## src/rtl/rng_pkg.sv

```systemverilog
// Shared constants, state encoding and FIFO word layout for the RNG index sampler path.
package rng_pkg;

  localparam int unsigned R_DEFAULT  = 10163;
  localparam int unsigned H_DAT_W    = 14;
  localparam int unsigned HALF_W     = 16;
  localparam int unsigned SRC_W      = 32;
  localparam int unsigned RNG_DAT_W  = 64;
  localparam int unsigned REJ_W      = 16;
  localparam int unsigned SLOT_A_LSB = 0;
  localparam int unsigned SLOT_B_LSB = 16;

  localparam logic [1:0] ST_IDLE  = 2'd0;
  localparam logic [1:0] ST_FETCH = 2'd1;
  localparam logic [1:0] ST_SPLIT = 2'd2;
  localparam logic [1:0] ST_PUSH  = 2'd3;

  // Layout read by the h0/h1 generators: A in [13:0], B in [29:16], rest zero.
  typedef struct packed {
    logic [RNG_DAT_W-SLOT_B_LSB-H_DAT_W-1:0] pad_hi;
    logic [H_DAT_W-1:0]                      idx_b;
    logic [SLOT_B_LSB-SLOT_A_LSB-H_DAT_W-1:0] pad_lo;
    logic [H_DAT_W-1:0]                      idx_a;
  } rng_word_t;

  function automatic logic [RNG_DAT_W-1:0] pack_pair(input logic [H_DAT_W-1:0] a,
                                                     input logic [H_DAT_W-1:0] b);
    rng_word_t w;
    w       = '0;
    w.idx_a = a;
    w.idx_b = b;
    return w;
  endfunction

endpackage

```

## src/rtl/idx_reject_cmp.sv

```systemverilog
// Candidate acceptance: c < R, plus an optional A==B rejection when
// RNG_SAMPLER_PAIR_DEDUP_EN is defined.
module idx_reject_cmp
  import rng_pkg::*;
#(
  parameter int unsigned R = R_DEFAULT
) (
  input  logic [H_DAT_W-1:0] cand,
  input  logic [H_DAT_W-1:0] slot_a,
  input  logic               dup_chk,
  output logic               accept_c
);

  logic below_r_c;
  assign below_r_c = 32'(cand) < R;

`ifdef RNG_SAMPLER_PAIR_DEDUP_EN
  assign accept_c = below_r_c && !(dup_chk && (cand == slot_a));
`else
  logic unused_dup;
  assign unused_dup = ^{slot_a, dup_chk};
  assign accept_c   = below_r_c;
`endif

endmodule

```

## src/rtl/rng_idx_sampler.sv

```systemverilog
// Rejection-samples 14-bit indices below r from 32-bit entropy words and packs
// pairs into 64-bit RNG FIFO words. Optional pair dedup: RNG_SAMPLER_PAIR_DEDUP_EN.
module rng_idx_sampler
  import rng_pkg::*;
#(
  parameter int unsigned r = R_DEFAULT
) (
  input  logic                 clk,
  input  logic                 rst_b,
  input  logic [1:0]           rng_start,
  input  logic                 fifo_rng_wr,
  input  logic                 src_valid,
  input  logic [SRC_W-1:0]     src_data,
  output logic                 src_ready,
  input  logic                 fifo_full,
  output logic                 fifo_wr_en,
  output logic [RNG_DAT_W-1:0] fifo_dout,
  output logic [REJ_W-1:0]     rej_cnt
);

  logic [1:0]           state_q, state_nxt;
  logic [2*H_DAT_W-1:0] word_q;
  logic                 half_q;
  logic                 slot_q;
  logic                 pend_q;
  logic [H_DAT_W-1:0]   idx_a_q, idx_b_q;

  logic               run_c;
  logic               push_ok_c;
  logic               accept_c;
  logic [H_DAT_W-1:0] cand_c;
  logic               unused_src;

  assign run_c      = |rng_start;
  assign push_ok_c  = fifo_rng_wr && !fifo_full;
  assign cand_c     = half_q ? word_q[2*H_DAT_W-1:H_DAT_W] : word_q[H_DAT_W-1:0];
  assign src_ready  = (state_q == ST_FETCH);
  assign unused_src = ^{src_data[SRC_W-1:HALF_W+H_DAT_W], src_data[HALF_W-1:H_DAT_W]};

  idx_reject_cmp #(.R(r)) u_cmp (
    .cand     (cand_c),
    .slot_a   (idx_a_q),
    .dup_chk  (slot_q),
    .accept_c (accept_c)
  );

  always_ff @(posedge clk) begin
    if (rst_b) state_q <= ST_IDLE;
    else       state_q <= state_nxt;
  end

  always_comb begin
    state_nxt = state_q;
    if (!run_c) begin
      state_nxt = ST_IDLE;
    end else begin
      case (state_q)
        ST_IDLE:  state_nxt = ST_FETCH;
        ST_FETCH: if (src_valid) state_nxt = ST_SPLIT;
        ST_SPLIT: begin
          if (accept_c && slot_q) state_nxt = ST_PUSH;
          else if (half_q)        state_nxt = ST_FETCH;
        end
        ST_PUSH:  if (push_ok_c) state_nxt = pend_q ? ST_SPLIT : ST_FETCH;
        default:  state_nxt = ST_IDLE;
      endcase
    end
  end

  // Pack register, write strobe and reject counter; a stop request discards the partial pack.
  always_ff @(posedge clk) begin
    if (rst_b) begin
      word_q     <= '0;
      half_q     <= 1'b0;
      slot_q     <= 1'b0;
      pend_q     <= 1'b0;
      idx_a_q    <= '0;
      idx_b_q    <= '0;
      fifo_wr_en <= 1'b0;
      fifo_dout  <= '0;
      rej_cnt    <= '0;
    end else begin
      fifo_wr_en <= 1'b0;
      if (!run_c) begin
        word_q  <= '0;
        half_q  <= 1'b0;
        slot_q  <= 1'b0;
        pend_q  <= 1'b0;
        idx_a_q <= '0;
        idx_b_q <= '0;
      end else begin
        case (state_q)
          ST_FETCH: begin
            if (src_valid) begin
              word_q <= {src_data[HALF_W +: H_DAT_W], src_data[0 +: H_DAT_W]};
              half_q <= 1'b0;
            end
          end
          ST_SPLIT: begin
            if (accept_c) begin
              if (slot_q) idx_b_q <= cand_c;
              else        idx_a_q <= cand_c;
              slot_q <= ~slot_q;
            end else if (rej_cnt != {REJ_W{1'b1}}) begin
              rej_cnt <= rej_cnt + REJ_W'(1);
            end
            half_q <= 1'b1;
            pend_q <= accept_c && slot_q && !half_q;
          end
          ST_PUSH: begin
            if (push_ok_c) begin
              fifo_wr_en <= 1'b1;
              fifo_dout  <= pack_pair(idx_a_q, idx_b_q);
              idx_a_q    <= '0;
              idx_b_q    <= '0;
              slot_q     <= 1'b0;
              pend_q     <= 1'b0;
            end
          end
          default: ;
        endcase
      end
    end
  end

endmodule
```

## config.mk

```make
export PLATFORM = sky130hd
export DESIGN_NAME = rng_idx_sampler
export DESIGN_NICKNAME = d
export VERILOG_FILES = /design/src/rtl/rng_pkg.sv /design/src/rtl/idx_reject_cmp.sv /design/src/rtl/rng_idx_sampler.sv
export SDC_FILE = /design/constraint.sdc
export NUM_CORES = 1
export LEC_CHECK = 0
export CORE_MARGIN = 5
export CORE_UTILIZATION = 46
export DETAILED_ROUTE_END_ITERATION = 8
export GPL_ROUTABILITY_DRIVEN = 0
export PLACE_DENSITY = 0.77
export SLEW_MARGIN = 15
export SYNTH_ARGS = -nofsm -noshare
export SYNTH_HDL_FRONTEND = slang
export SYNTH_SLANG_ARGS = --single-unit
```

## constraint.sdc

```tcl
create_clock -name clk -period 3.45 [get_ports clk]
set_input_delay 0.69 -clock clk [delete_from_list [all_inputs] [get_ports clk]]
set_output_delay 0.69 -clock clk [all_outputs]
set_load 0.005 [all_outputs]
```

==> summary.txt, run 1 <==
Run status
  • Run status: complete, no violations

Layout
  • Most common cell after layout, fill and taps aside: nand2_1
  • Reg area: 2120 sq um
  • Nets@finish: 658
  • P&R area growth vs syn: 21.2%
  • Multi-input gate area: 2060 sq um
  • ANT cells: 0
  • Finished Cell Area: 5430 sq um
  • Fraction of layout cells with a size suffix above 1: 6.10%
  • Commonest non-fill, non-tap cells in the layout: nand2_1 (139), dfxtp_1 (106), clkdlybuf4s50_1 (80), a21oi_1 (72), nand3_1 (37)
  • Final Non-Filler Cells: 756
  • Filler instances: 920

STA
  • Clock skew: 0.0122 ns
  • Max Freq: 349 MHz
  • RSZ-0062 raised after global routing: false
  • Final setup TNS: 0 ns
  • Slew headroom: 41.5%
  • Final setup vio count: 0
  • Period utilization: 83.0%
  • Least-Margin Pin Slew: 0.875 ns
  • Minimum clock period: 2.87 ns
  • Hold Vio Cnt, Final: 0
  • Count of pins over their slew limit: 0

Min path
  • Hold WC Path Type: flop to flop
  • Min-Delay Endpoint: fifo_dout[19]
  • Hold wc startpoint: idx_b_q[3]
  • Hold path cells: 2

Die
  • Die height: 109 um
  • Die ar.: 11800 sq um
  • Starting Density: 46.5%
  • I/O pins: 121
  • CORE AREA: 9640 sq um
  • Std-Cell Rows: 36
  • Die Width: 109 um

Clock tree
  • CTS tree: done
  • CTS Buf Count: 9
  • Clk_lat worst skew: 0.37 ns
  • Clock input transition at the sequential cells of the worst setup and hold paths: 0.09 ns
  • CTS max path bufs: 2
  • Root Buffer: clkbuf_8
  • Post-CTS Setup Inserts: 0
  • Cts repair resizes: 0
  • Clock sink total: 106
  • Cts hold-fix bufs: 0
  • H-tree depth: 3

Synth
  • Multiplexer share of the synthesized area: 3.97%
  • Synth Cell Area: 4480 sq um
  • Synth Area in Compound Gates: 15.6%
  • Async S/R FF share, synth: 0%
  • Synth Area per Inst: 8.05 sq um
  • Largest family of logic cells by synthesized area: simple AND/OR/NAND/NOR gates
  • Number of flops mapped to enable cells by yosys: 0
  • Register area share after synthesis: 47.4%
  • Synthesized instance count: 556
  • Xor/xnor share of the synthesized area: 0.196%
  • Prevailing post-synth register cell: dfxtp_1
  • Yosys warns: 0
  • Netlist cell types: 44
  • #FFs+latches synth: 106
  • Post-Synth Adder-Cell Area: 0.279%
  • Post-Synth Simple-Gate Area: 22.7%

Critical path
  • CP required: 3.75 ns
  • Worst r2r dst: rej_cnt[14]
  • Reg-to-reg slack, setup: 0.58 ns
  • FF-to-FF path depth: 6
  • CP endpoint kind: flop
  • Worst-path fanout max: 29
  • CP Class: flop to flop
  • Startpoint Class: flop
  • Setup crit start: half_q
  • Reg2reg start: half_q
  • Worst path arrival time: 3.16 ns

GRT
  • Vias in the first global route: 3535
  • First-pass GRT wire length: 16500 um
  • Largest net degree at the start of global routing: 47
  • GR Overflow Total: 0
  • Antenna violations before repair: 0
  • GRT Util Overall: 17.3%

Drt
  • WL met2: 4700 um
  • DRT Pass-1 Iters: 4
  • Top layer in use: met4
  • DRT iter0 DRCs: 224
  • Wire length on met1: 4630 um
  • WL met3: 552 um
  • Routed len/inst: 13.3 um
  • Vias per Instance: 5.06
  • Final WL: 10100 um
  • Vias: 3823
  • Final ANT Viol Nets: 0
  • # DRC: 0

Power and ir drop
  • Leak Pwr: 1.82 nW
  • Pwr Density: 406 nW/um^2
  • Worst IR Drop VDD: 0.000184 V

Run
  • Number of max-cap violations: 0

Place
  • Area after DPL: 5220 sq um
  • Number of placed instances, taps included: 740
  • IO buf count: 80
  • Post-DP HPWL: 7310 um
==> worst max-delay path, cell delays in order, from the launching register on <==
cell	delay (ns)
dfxtp_1	0.87
mux2i_1	0.22
o21ai_1	0.17
nor2_1	0.15
or4b_4	0.72
or4_1	0.52
a21oi_1	0.15
==> power by group <==
part,internal [W],total [W],switching (W)
Sequential,0.00124,0.00126,0.0000185
Combinational,0.0000704,0.000164,0.0000937
Clock,0.000379,0.000784,0.000405
Total,0.00169,0.00220,0.000517
==> sequential cells by signal, indices dropped and copies added, names as in the netlist, 2 cells and up <==
name / flops
state_q: 2
rej_cnt: 16
word_q: 28
idx_a_q: 14
fifo_dout: 28
idx_b_q: 14
==> cell type report <==
class	count	area share, %
timing repair buffer	88	15.9
clock inverter	3	0.853
clock buffer	13	2.93
tap	133	3.07
inverter	4	0.277
multi-input combinational	409	37.9
sequential	106	39.1
==> stage by stage <==
stage / power (W) / util, % / setup WS (ns) / hold slack [ns]
CTS: 0.00221 / 56.3 / 0.601 / 0.462
global route: 0.00230 / 56.3 / 0.377 / 0.481
global placement: 0.00144 / 54.2 / 0.768 / 0.443
detailed placement: 0.00145 / 54.2 / 0.656 / 0.448
finish: 0.00220 / 56.3 / 0.585 / 0.458
floorplan: 0.00141 / - / 1.31 / 0.432
==> synthesized netlist by cell type, types with 4 or more instances <==
master    number  share of area, %
or4_1          8               1.3
clkbuf_1      32               2.7
nand4_1        5              0.70
dfxtp_1      106                47
nor2_1        13               1.1
o31ai_1        9               1.5
a21oi_1       72               8.0
mux2_2        13               3.3
o21ai_0       36               4.0
or3_1          5              0.70
nand3_1       37               4.1
inv_1          4              0.34
buf_4         36               6.0
nand2_1      139                12
==> how the worst max path moves through the flow <==
stage / to
2_1_floorplan: rej_cnt[13]
3_3_place_gp: rej_cnt[12]
3_5_place_dp: rej_cnt[14]
4_1_cts: rej_cnt[14]
5_1_grt: rej_cnt[13]
6_report: rej_cnt[14]
==> metal layers <==
| layer | track usage, % | vias up |
|---|---|---|
| li1 | - | 1955 |
| met1 | 23.9 | 1746 |
| met3 | 3.67 | 14 |
| met4 | 5.95 | 0 |
| met5 | 0 | - |
| met2 | 26.9 | 108 |
==> cells by family (layout without fill, tap and decap cells) <==
group	count (synthesis)	after routing
simple gates	226	226
compound gates	129	129
flops	106	106
buf+inv	76	108
mux	16	16
fa+ha+maj	1	1
other cells	1	36
xor+xnor	1	1
Power figures use the tool's default switching activity.
==> run 2, diff against run 1 <==
Settings changed: CORE_UTILIZATION 46 to 44.
Clock period 3.45 ns to 2.4 ns, I/O delays scaled along.
==> summary.txt, run 2 (synthesis gave the netlist of run 1 again) <==
Drt
  • Vias: 3896
  • Final ANT Viol Nets: 0
  • Vias per Instance: 5.09
  • DRT iter0 DRCs: 143
  • # DRC: 0
  • Routed len/inst: 13.4 um
  • Final WL: 10200 um
  • DRT Pass-1 Iters: 4

Critical path
  • Worst-path fanout max: 27
  • Startpoint Class: flop
  • CP endpoint kind: flop
  • CP required: 2.65 ns
  • Worst path arrival time: 2.55 ns
  • CP Class: flop to flop

STA
  • Max Freq: 435 MHz
  • Clock skew: 0.0135 ns
  • Count of pins over their slew limit: 0
  • Final setup vio count: 0
  • Least-Margin Pin Slew: 1.08 ns
  • RSZ-0062 raised after global routing: false
  • Minimum clock period: 2.30 ns
  • Period utilization: 95.7%
  • Final worst setup slack: 0.103 ns
  • Slew headroom: 27.9%
  • Hold Vio Cnt, Final: 0

Clock tree
  • Root Buffer: clkbuf_8
  • CTS Buf Count: 9
  • Cts hold-fix bufs: 0
  • CTS max path bufs: 2
  • Post-CTS Setup Inserts: 0
  • CTS tree: done
  • Clock input transition at the sequential cells of the worst setup and hold paths: 0.11 ns
  • H-tree depth: 3
  • Clock sink total: 106
  • Clk_lat worst skew: 0.37 ns

Layout
  • ANT cells: 0
  • Largest regs: fifo_dout x28, word_q x28, rej_cnt x16
  • Most common cell after layout, fill and taps aside: nand2_1
  • Filler instances: 920
  • Reg area: 2120 sq um
  • Fraction of layout cells with a size suffix above 1: 8.21%
  • P&R area growth vs syn: 22.4%
  • Nets@finish: 669
  • Commonest non-fill, non-tap cells in the layout: nand2_1 (139), dfxtp_1 (105), clkdlybuf4s50_1 (80), a21oi_1 (72), nand3_1 (37)
  • Multi-input gate area: 2060 sq um

Run status
  • Run status: complete, no violations

Run
  • Number of max-cap violations: 0

Die
  • Die Width: 111 um
  • I/O pins: 121
  • Std-Cell Rows: 36
  • Starting Density: 45.4%
  • Die height: 111 um
  • Die ar.: 12300 sq um
  • CORE AREA: 9860 sq um

GRT
  • First-pass GRT wire length: 17100 um
  • GR Overflow Total: 0
  • GRT Util Overall: 16.5%
  • Largest net degree at the start of global routing: 47
  • Antenna violations before repair: 0
  • Vias in the first global route: 3620

Power and ir drop
  • Tot Pwr: 0.00307 W
  • Worst IR Drop VDD: 0.000379 V
  • Pwr Density: 560 nW/um^2
  • Leak Pwr: 1.86 nW

Place
  • Worst slack, placed: -0.122 ns
  • Post-DP HPWL: 7610 um
  • IO buf count: 80

Min path
  • Hold WC Path Type: flop to flop
[run 2: path summary, 6_finish.rpt]
| kind | from | end | slack (ns) | cells past startpoint |
|---|---|---|---|---|
| setup / recovery | half_q | rej_cnt[12] | 0.10 | 6 |
| hold / removal | idx_a_q[6] | fifo_dout[6] | 0.46 | 2 |
| setup reg to reg | half_q | rej_cnt[12] | 0.10 | 6 |
| hold reg to reg | idx_a_q[6] | fifo_dout[6] | 0.46 | 2 |
[run 2: timing repair]
| item | in CTS | in global routing |
|---|---|---|
| endpoints found under the setup margin | 0 | 6 |
| endpoints found under the hold margin | 0 | 0 |
| resized for setup | 0 | 1 |
[run 2: layout make-up]
cell class	count	area share (%)
sequential	106	38.7
multi-input combinational	409	37.6
timing repair buffer	99	17.2
tap	133	3.04
clock buffer	9	2.26
clock inverter	6	0.913
inverter	4	0.274
[run 2: stage by stage]
step | TNS, ns | hold WS [ns] | cells | util, % | instance area (sq um)
floorplan | 0 | 0.432 | 591 | - | 4610
global placement | -0.240 | 0.441 | 751 | 53.8 | 5310
detailed placement | -0.676 | 0.448 | 751 | 53.8 | 5310
CTS | 0 | 0.461 | 766 | 55.6 | 5480
global route | 0 | 0.478 | 766 | 55.6 | 5480
finish | 0 | 0.457 | 766 | 55.6 | 5480
[run 2: layer usage]
metal | GRT usage, % | part of all wire [%]
met4 | 6.49 | 1.5
met2 | 26.5 | 46
met1 | 21.8 | 47
met3 | 3.44 | 5.7
met5 | 0 | 0
[run 2: worst max-delay path, cell delays in order (launching register included)]
cell	delay (ns)
dfxtp_2	0.39
nand4bb_1	0.20
o21ai_1	0.16
nor2_1	0.10
or4b_4	0.69
nor4_1	0.28
mux2_1	0.36
[run 2: where the power goes]
part	internal (W)	total, W	switching (W)
clock	0.000387	0.00101	0.000625
sequential	0.00178	0.00180	0.0000232
combinational	0.000112	0.000253	0.000141
